==> config.mk <==
export PLATFORM = sky130hd
export DESIGN_NAME = vga_sync_rx
export DESIGN_NICKNAME = d
export VERILOG_FILES = /design/src/rtl/vga_sync_rx.sv
export SDC_FILE = /design/constraint.sdc
export NUM_CORES = 1
export LEC_CHECK = 0
export ABC_AREA = 0
export CAP_MARGIN = 20
export CORE_AREA = 2 2 109 111
export CTS_CLUSTER_DIAMETER = 80
export CTS_CLUSTER_SIZE = 30
export DETAILED_ROUTE_END_ITERATION = 7
export DIE_AREA = 0 0 111 113
export PLACE_DENSITY = 0.54
export SLEW_MARGIN = 20
export SYNTH_ARGS = -nofsm -noshare
export SYNTH_HDL_FRONTEND = slang
export SYNTH_SLANG_ARGS = --single-unit
==> constraint.sdc <==
create_clock -name clk -period 3.15 [get_ports clk]
set_clock_uncertainty 0.1 [all_clocks]
set_input_delay 0.315 -clock clk [delete_from_list [all_inputs] [get_ports clk]]
set_output_delay 0.315 -clock clk [all_outputs]
set_load 0.05 [all_outputs]
==> src/rtl/vga_sync_rx.sv <==
// VGA timing receiver: recovers pixel_x/pixel_y, measures line/frame periods, tracks lock.
// Define VGA_SYNC_RX_POL_AUTO_EN to learn sync polarity from levels seen at each active-video rise.
module vga_sync_rx #(
  parameter int H_TOTAL = 800,
  parameter int V_TOTAL = 525,
  parameter int HS_POL  = 0,
  parameter int VS_POL  = 0,
  parameter int TIMEOUT = 4095
) (
  input  logic        clk,
  input  logic        rst,
  input  logic        hsync_in,
  input  logic        vsync_in,
  input  logic        video_en_in,
  output logic [9:0]  pixel_x,
  output logic [9:0]  pixel_y,
  output logic        pixel_valid,
  output logic        frame_start,
  output logic [11:0] h_total_meas,
  output logic [10:0] v_total_meas,
  output logic        locked
);

  localparam logic [11:0] TO_CNT = TIMEOUT[11:0];
  localparam logic [12:0] H_EXP  = H_TOTAL[12:0];
  localparam logic [10:0] V_EXP  = V_TOTAL[10:0];
  localparam logic        HS_ACT = (HS_POL != 0);
  localparam logic        VS_ACT = (VS_POL != 0);

  typedef enum logic [1:0] {SEARCH = 2'd0, VERIFY = 2'd1, LOCKED = 2'd2} state_t;

  function automatic logic [11:0] sat_inc12(input logic [11:0] v);
    return (&v) ? v : v + 12'd1;
  endfunction

  function automatic logic [10:0] sat_inc11(input logic [10:0] v);
    return (&v) ? v : v + 11'd1;
  endfunction

  function automatic logic [9:0] sat_inc10(input logic [9:0] v);
    return (&v) ? v : v + 10'd1;
  endfunction

  logic        r_hs_p1, r_hs_p2, r_vs_p1, r_vs_p2, r_vld_p1, r_vld_p2;
  logic [11:0] r_h_cnt, r_h_meas;
  logic [10:0] r_line_cnt, r_v_meas;
  logic        r_first_hs, r_line_err;
  logic [9:0]  r_pixel_x, r_pixel_y;
  logic        r_pixel_valid, r_frame_start, r_locked;
  state_t      r_state;

  logic        w_hs_pol, w_vs_pol, w_pol_chg;
  logic        w_hs_lead, w_vs_lead, w_de_fall;
  logic [11:0] w_period;
  logic        w_hlen_bad, w_timeout, w_err_set, w_lines_ok;

`ifdef VGA_SYNC_RX_POL_AUTO_EN
  logic r_hs_pol, r_vs_pol;
  logic w_de_rise;

  assign w_de_rise = r_vld_p1 & ~r_vld_p2;

  // Syncs are inactive while video is active, so their level at a de rise is the idle level.
  always_ff @(posedge clk) begin
    if (rst) begin
      r_hs_pol <= HS_ACT;
      r_vs_pol <= VS_ACT;
    end else if (w_de_rise) begin
      r_hs_pol <= ~r_hs_p1;
      r_vs_pol <= ~r_vs_p1;
    end
  end

  assign w_hs_pol  = r_hs_pol;
  assign w_vs_pol  = r_vs_pol;
  assign w_pol_chg = w_de_rise & (((~r_hs_p1) != w_hs_pol) | ((~r_vs_p1) != w_vs_pol));
`else
  assign w_hs_pol  = HS_ACT;
  assign w_vs_pol  = VS_ACT;
  assign w_pol_chg = 1'b0;
`endif

  // Stage p1/p2: input synchronisation and edge history
  always_ff @(posedge clk) begin
    if (rst) begin
      r_hs_p1  <= 1'b0;
      r_hs_p2  <= 1'b0;
      r_vs_p1  <= 1'b0;
      r_vs_p2  <= 1'b0;
      r_vld_p1 <= 1'b0;
      r_vld_p2 <= 1'b0;
    end else begin
      r_hs_p1  <= hsync_in;
      r_hs_p2  <= r_hs_p1;
      r_vs_p1  <= vsync_in;
      r_vs_p2  <= r_vs_p1;
      r_vld_p1 <= video_en_in;
      r_vld_p2 <= r_vld_p1;
    end
  end

  assign w_hs_lead  = (r_hs_p1 == w_hs_pol) && (r_hs_p2 != w_hs_pol);
  assign w_vs_lead  = (r_vs_p1 == w_vs_pol) && (r_vs_p2 != w_vs_pol);
  assign w_de_fall  = r_vld_p2 & ~r_vld_p1;
  assign w_period   = sat_inc12(r_h_cnt);
  assign w_hlen_bad = (({1'b0, r_h_cnt} + 13'd1) != H_EXP);
  assign w_timeout  = (r_h_cnt == TO_CNT);
  assign w_err_set  = (w_hs_lead & ~r_first_hs & w_hlen_bad) | w_timeout;
  assign w_lines_ok = (r_line_cnt == V_EXP);

  // Measurement counters
  always_ff @(posedge clk) begin
    if (rst) begin
      r_h_cnt    <= '0;
      r_h_meas   <= '0;
      r_line_cnt <= '0;
      r_v_meas   <= '0;
      r_first_hs <= 1'b1;
      r_line_err <= 1'b0;
    end else begin
      if (w_hs_lead) begin
        r_h_meas   <= w_period;
        r_h_cnt    <= '0;
        r_first_hs <= 1'b0;
      end else begin
        r_h_cnt <= sat_inc12(r_h_cnt);
      end
      if (w_vs_lead) begin
        r_v_meas   <= r_line_cnt;
        r_line_cnt <= '0;
      end else if (w_hs_lead) begin
        r_line_cnt <= sat_inc11(r_line_cnt);
      end
      if (w_vs_lead)
        r_line_err <= 1'b0;
      else if (w_err_set)
        r_line_err <= 1'b1;
    end
  end

  // Output stage: aligned with the p2 view of the inputs, two clocks after the pins
  always_ff @(posedge clk) begin
    if (rst) begin
      r_pixel_x     <= '0;
      r_pixel_y     <= '0;
      r_pixel_valid <= 1'b0;
      r_frame_start <= 1'b0;
    end else begin
      r_pixel_valid <= r_vld_p1;
      r_frame_start <= w_vs_lead;
      if (!r_vld_p1)
        r_pixel_x <= '0;
      else if (r_vld_p2)
        r_pixel_x <= sat_inc10(r_pixel_x);
      else
        r_pixel_x <= '0;
      if (w_vs_lead)
        r_pixel_y <= '0;
      else if (w_de_fall)
        r_pixel_y <= sat_inc10(r_pixel_y);
    end
  end

  always_ff @(posedge clk) begin
    if (rst) begin
      r_state  <= SEARCH;
      r_locked <= 1'b0;
    end else begin
      r_locked <= (r_state == LOCKED);
      if (w_timeout | w_pol_chg) begin
        r_state <= SEARCH;
      end else begin
        case (r_state)
          SEARCH: if (w_vs_lead) r_state <= VERIFY;
          VERIFY: if (w_vs_lead && !r_line_err && w_lines_ok) r_state <= LOCKED;
          LOCKED: if (w_err_set || (w_vs_lead && !w_lines_ok)) r_state <= SEARCH;
          default: r_state <= SEARCH;
        endcase
      end
    end
  end

  assign pixel_x      = r_pixel_x;
  assign pixel_y      = r_pixel_y;
  assign pixel_valid  = r_pixel_valid;
  assign frame_start  = r_frame_start;
  assign h_total_meas = r_h_meas;
  assign v_total_meas = r_v_meas;
  assign locked       = r_locked;

endmodule
==> results of run 1 <==
## layer usage
layer	vias up	routed length, um	global-route usage, %
met5	-	0	0
met4	0	112	5.000
met2	42	3238	20.04
met3	10	221	2.785
li1	1414	-	-
met1	1234	3497	14.05
## power by group
| part | switching, mW | internal (mW) |
|---|---|---|
| logic | 0.0723 | 0.0389 |
| clock network | 0.406 | 0.655 |
| registers | 0.0140 | 1.00 |
| total | 0.492 | 1.70 |
## kinds of logic (layout without fill, tap and decap cells)
logic type	after synthesis	count (layout)	synth area share [%]
buf+inv	25	74	3.305
simple gates	190	190	26.96
xor+xnor	27	27	7.018
mux	6	6	1.782
flops	78	78	46.34
compound gates	57	57	12.37
fa+ha+maj	6	6	2.228
## layout make-up
cell class / instances / area [um2]
fill: 1174 / 6983
multi-input combinational: 286 / 1697
sequential: 78 / 1562
timing repair buffer: 53 / 523.0
clock buffer: 11 / 252.7
tap: 143 / 178.9
clock inverter: 5 / 57.56
inverter: 5 / 18.77
## path summary, 6_finish.rpt
check	startpoint	end	depth (start not counted)
worst max-delay path	r_h_cnt[0]	h_total_meas[0]	6
worst min-delay path	r_state[1]	r_state[0]	1
worst max register to register	r_h_cnt[0]	h_total_meas[0]	6
worst min register to register	r_state[1]	r_state[0]	1
## sequential cells by signal, indices dropped and copies added, names as in the netlist
name and cells:
r_line_err 1, r_state 2, v_total_meas 11, r_line_cnt 11, r_vld_p1 1, pixel_x 10, locked 1, r_h_cnt 12
h_total_meas 12, frame_start 1, r_vs_p1 1, r_vs_p2 1, r_hs_p1 1, pixel_y 10, pixel_valid 1, r_hs_p2 1
r_first_hs 1
## metrics by stage
stage / instance area [um2] / instances / setup WS (ps) / utilization (%)
after floorplan: 3369 / 389 / 979.6 / -
after global placement: 3979 / 565 / 948.0 / 35.30
after detailed placement: 3979 / 565 / 922.7 / 35.30
after CTS: 4289 / 581 / 895.8 / 38.05
after global routing: 4289 / 581 / 645.2 / 38.05
final: 4289 / 581 / 914.4 / 38.05
## cells in the final DEF (no fill, tap or decap), drive strengths merged, types with 2 or more instances in the layout
cell / count
a31oi: 7
clkinvlp: 3
or2: 2
nor3: 5
nor4: 4
xnor2: 13
o21a: 2
clkdlybuf4s50: 50
nor2: 68
o21ai: 6
nor2b: 10
a41oi: 4
nor3b: 4
ha: 6
a21oi: 19
nand2: 48
nand3: 20
nand2b: 6
a21o: 2
clkbuf: 11
dfxtp: 78
xor2: 14
inv: 5
and2: 2
nand4: 5
mux2i: 6
nand3b: 3
and3: 5
a211oi: 12
buf: 3
and4: 6
==> impl.org, run 1 <==
** Run status
- Status :: finished, final reports clean

** Route
- Dividing the detail-routed via count by the number of cells gives 4.647.
- The count of nets left with antenna violations once routing finished came out at 0.
- Count of routing violations after the opening detailed-route iteration :: between 90 and 100
- The final route contains 2,700 vias.
- Drt pass-1 iters :: 5
- Sum of routed wire length over all layers :: 7068 um
- After detailed routing, the number of remaining DRC violations is 0.
- Final routed wire length divided by cell count :: 12.17 um

** Clock network
- Number of clock sinks :: around 80
- The clock passes through at most 2 buffers.
- Clock network latency to the later pin of the worst-skew pair :: 330 ps
- TritonCTS built the clock tree.
- Total clock buffers created by CTS :: 9
- Number of buffers inserted by hold repair at cts :: 0
- In this run, post-CTS repair resized a total of 0 instances.
- Clock-pin slew on the worst setup and hold paths :: roughly 60 ps
- Buffer cell driving the clock tree root :: sky130_fd_sc_hd__clkbuf_16
- The H-tree was split into 3 levels.
- Post-CTS setup buffer count :: 0

** Finish
- Ratio of cells with drive above 1 in the final layout :: 7.763%
- The final layout contains 444 nets.
- Final antenna diode count :: 0
- Relative to the synthesized area, the layout overhead comes to 27.29%.

** Floorplan
- The die covers 0.01254 mm2.
- Once the floorplan was initialized, standard cells occupied between 20% and 30% of the core.
- Die Height :: between 100 and 150 um
- Num rows :: 39
- During I/O placement, the number of pins put on the boundary was 51.
- Core area :: 0.01127 mm2
- Die width :: 111 um

** Synth
- Among all flip-flop cells after synthesis, the most frequent one is sky130_fd_sc_hd__dfxtp_1.
- Most area-consuming cells after synthesis :: sky130_fd_sc_hd__dfxtp_1, sky130_fd_sc_hd__nor2_1, sky130_fd_sc_hd__nand2_1
- Post-synth EDFFs :: 0
- In the synthesized netlist, the cells that appear most often are sky130_fd_sc_hd__dfxtp_1, sky130_fd_sc_hd__nor2_1, sky130_fd_sc_hd__nand2_1, sky130_fd_sc_hd__nand3_1, sky130_fd_sc_hd__a21oi_1.
- Number of standard cells after synthesis :: between 300 and 400
- Synthesized Nets :: 400
- Of the synthesized area, sequential elements account for 46.34%.
- Dominant cell by count in the synthesized netlist :: sky130_fd_sc_hd__dfxtp_1
- Dividing the synthesized area by the synthesized cell count gives 8.662 um2.
- Largest area contributor in the netlist :: sky130_fd_sc_hd__dfxtp_1
- After synthesis, the netlist uses 45 different library cells.
- Proportion of netlist area held by the largest area contributor :: between 40% and 50%
- After synthesis the netlist holds a flip-flop and latch count of 78.
- Cell area after technology mapping :: 0.003369 mm2
- For this run, asynchronously set or reset flops after synthesis account for 0%.
- Yosys printed 0 warnings.

** Power
- The completed layout was analyzed and its total power is 2.189 mW.
- Peak supply drop :: about 0.23 mV
- Leak :: 1.449 nW
- Areal power density over the cells :: around 510 mW/mm2

** Placed design
- Summed over all nets, the half-perimeter wirelength after detailed placement is 4978 um.
- Number of I/O port buffers :: 50
- Routability congestion estimate :: between 0.7 and 0.8

** Timing
- On the final layout, the worst hold slack is about 350 ps.
- Derived from the worst setup path, the maximum achievable clock frequency is 447.3 MHz.
- The worst pin sits at a relative slew slack of between 40% and 50%.
- At the pin with the least slew margin, the transition time is 801.7 ps.
- The total count of max-transition violations in the final report came to 0.
- The final hold violation count is 0.
- Final total negative setup slack :: 0 ps
- RSZ-0062 raised after global routing :: false
- Setup violation total in the final timing report :: 0
- Time the worst path needs with I/O delays and setup :: 2236 ps
- Dividing the final minimum period by the clock period gives 70.97%.

** Global route
- Global routing used 11.68% of the available tracks.
- The via count of the first global-routing pass came to 2,556.
- Global-route wire length before repair :: 11,980 um
- For this run the aggregate overflow at the end of global routing stands at 0.
- Antenna violations before repair :: 0
- Entering global routing, the biggest net connects 36 pins.

** Setup path
- The critical path contains buffers and inverters numbering 0 combined.
- STA puts the critical path data arrival time at 2340 ps.
- The worst setup path is captured at a register.
- In this design, the largest share of critical-path delay is due to simple AND/OR/NAND/NOR gates.
- Walking the worst path, the cells encountered are ha_1, and3_1, and4_1, xor2_1, o21ai_0, nor2b_1.
- Register-to-Register Setup Slack :: 910 ps
- Critical Path RT :: 3260 ps
- Worst Path Max Fanout :: 14
- Critical Path Max Stage Delay :: 600 ps
- Setup Crit Path Kind :: reg2reg
- The slowest stage of the critical path is the sky130_fd_sc_hd__and4_1 cell.
- The worst setup path is launched from a register.

** Worst hold path
- Kind of path behind the tightest hold check :: reg2reg

** Job
- Max-cap violations in this run came to 0.
(Power assumes the default switching activity.)
==> inputs of run 2 (changes only) <==
- PLACE_DENSITY: 0.54 -> 0.56
- clock period: 3.15 -> 1.99 ns (I/O delays scaled with it)
==> impl.org, run 2 (same netlist as run 1, synthesis figures left out) <==
** Finish
- Once layout is complete, the cells apart from fillers number between 500 and 600.
- The repair_antennas step left the layout with diodes totalling 0.
- The library cell used most frequently in the layout, excluding fill and tap cells, is sky130_fd_sc_hd__dfxtp_1.
- Ratio of cells with drive above 1 in the final layout :: 12.20%
- Signed area change from the synthesized netlist to the final layout :: 30.04%
- For this run, the post-layout net count is 459.
- Leading cell types in the layout, fill and taps excluded :: sky130_fd_sc_hd__dfxtp_1, sky130_fd_sc_hd__nor2_1, sky130_fd_sc_hd__clkdlybuf4s50_1
- Final design utilization :: 38.87%
- The layout has 1,193 filler cells.

** Floorplan
- The floorplan step defined a die boundary enclosing between 0.01 and 0.015 mm2.
- Initial standard-cell utilization of the core :: 29.89%
- Num rows :: 39
- Die Height :: ~110 um
- The core region is 0.01127 mm2.
- Die width :: 111 um
- 51 I/O pins were placed.

** Job
- Across the run, the number of max-cap violations was 0.

** Timing
- Final worst path period share :: 95.14%
- For the pin with the worst max-slew slack, the measured transition is 515.7 ps.
- Final-layout worst hold slack :: 331.6 ps
- Maximum clock frequency :: approximately 530 MHz
- Measured against its own limit, the worst slew margin works out to between 60% and 70%.
- After layout, the minimum clock period comes to 1893 ps.
- Final-report hold violation count :: 0
- RSZ-0062 raised after global routing :: false
- Setup violation total in the final timing report :: 0
- The total count of max-transition violations in the final report is 0.
- For the final routed database, the setup TNS stands at 0 ps.

** Placed design
- Input and output buffers added on the ports amount to 50.
- Routability congestion estimate :: around 0.83
- Hpwl dp :: 5207 um
- Cell total after placement :: 580

** Setup path
- Worst setup path start :: pixel_y[2]
- CP arrival :: 1590 ps
- For the worst setup path, the data required time is 1690 ps.
- Register-to-Register Setup Slack :: 130 ps
- The number of buffers and inverters on the critical path is 1.
- The most critical setup path has its endpoint at pixel_y[2].
- The worst setup path is captured at an output port.
- Depth of the critical timing path with buffers and inverters included :: 1
- Kind of start point of the critical path :: register
- Worst-path cell chain :: clkdlybuf4s50_1
- Reg-to-reg critical path startpoint :: r_h_cnt[1]
- Cell with the largest stage delay on the worst path :: sky130_fd_sc_hd__clkdlybuf4s50_1
- Endpoint of the most critical register-to-register path :: r_line_err
- Of all nets on the critical path, the largest fanout is 6.
- Setup Crit Path Kind :: reg2out
- Number of cells on the worst reg-to-reg path :: 8
- Cell family with the largest share of critical-path delay :: buffers and inverters
- In this design, the stage delay of the slowest critical-path cell is 840 ps.

** Clock network
- Clock-pin slew on the worst setup and hold paths :: 60 ps
- Counting the buffers created by CTS gives 9.
- Clock H-tree levels :: 3
- The root buffer cell chosen for the clock tree is sky130_fd_sc_hd__clkbuf_16.
- Maximum clock insertion buffer count :: 2
- Hold repair after CTS inserted 0 buffers.
- Counting every sink on the clock net gives 78.
- Once the clock tree was built, the setup fixing pass inserted 0 buffers.
- Clock network latency to the later pin of the worst-skew pair :: ~320 ps
- TritonCTS built the clock tree.

** Power
- Total power for the finished layout comes to about 3.3 mW.
- Peak supply drop :: between 0.3 and 0.4 mV
- For this design the ratio of total power to cell area is 744.0 mW/mm2.
- Leak :: 1.529 nW

** Global route
- Entering global routing, the biggest net connects 20 pins.
- The number of antenna violations at the first check in global routing is 0.
- The first global-routing pass estimated 12,430 um of wire.
- The via count of the first global-routing pass came to 2,619.
- All-Layer GR Usage :: a little under an eighth
- Aggregate global routing overflow :: 0

** Route
- Drt pass-1 iters :: 4
- The routed design uses about 210 um of met3 wire.
- Final routed wire length divided by cell count :: ~12 um
- In the routed layout, each cell is associated on average with a via count of 4.692.
- Highest routing layer actually used :: met4
- Detailed routing inserted a total of 2,787 vias.
- Count of routing violations after the opening detailed-route iteration :: 90
- M1 wire length :: 3698 um
- After detailed routing, the total wire length is 7332 um.
- The routed design uses 3334 um of met2 wire.
- In the routed design, unresolved DRC markers number 0.
- In this run the remaining antenna-violating nets after routing total 0.

** Worst hold path
- Kind of path behind the tightest hold check :: in2reg

** Run status
- The run finished with clean final reports.
-- run 2: changes by cell type in the layout (fill, tap and decap cells not counted), moves of 2 or more --
cell                         previous run  this run
sky130_fd_sc_hd__clkbuf_1               0         2
sky130_fd_sc_hd__clkinvlp_4             3         0
sky130_fd_sc_hd__buf_4                  3        18
sky130_fd_sc_hd__dfxtp_1               78        73
sky130_fd_sc_hd__dfxtp_2                0         5
-- run 2: layer usage --
metal  up-vias  global-route usage [%]
met5         -                       0
met4         0                   5.000
met3         8                   2.892
met2        41                   18.57
met1      1292                   15.76
li1       1446                       -
-- run 2: where the power goes --
part           total (mW)  switching [mW]  leakage, nW  internal [mW]
Combinational       0.188           0.117        0.766         0.0709
Sequential           1.61          0.0216        0.634           1.59
Clock                1.46           0.600        0.128          0.861
Total                3.26           0.740         1.53           2.52
-- run 2: area by class of cell --
| type | instances | area, um2 | share of cell area (%) |
|---|---|---|---|
| multi-input cells | 286 | 1724 | 39.35 |
| flip-flops and latches | 78 | 1568 | 35.78 |
| repair buffers | 68 | 635.6 | 14.51 |
| clock buffers | 12 | 246.5 | 5.625 |
| well taps | 143 | 178.9 | 4.083 |
| inverters | 5 | 18.77 | 0.4283 |
| clock inverters | 2 | 10.01 | 0.2284 |
-- run 2: worst min-delay path by stage --
stage / startpoint / to / slack, ps / cells after the start
after floorplan: hsync_in / r_hs_p1 / 230 / 1
after global placement: r_state[1] / r_state[0] / 330 / 1
after detailed placement: r_state[1] / r_state[0] / 340 / 1
after CTS: video_en_in / r_vld_p1 / 330 / 2
after global routing: vsync_in / r_vs_p1 / 340 / 2
final: video_en_in / r_vld_p1 / 330 / 2
-- run 2: what timing repair did --
action                                  in CTS  in global routing
gates resized for setup                      0                  6
endpoints found under the setup margin       0                 10
hold endpoints to repair                     0                  0
-- run 2: through the flow --
| stage | cell area (um2) | worst slack (ps) |
|---|---|---|
| 6_report | 4382 | 96.76 |
| 5_1_grt | 4382 | 4.448 |
| 4_1_cts | 4354 | 83.15 |
| 3_5_place_dp | 4098 | 87.84 |
| 3_3_place_gp | 4098 | 173.9 |
| 2_1_floorplan | 3376 | -70.49 |
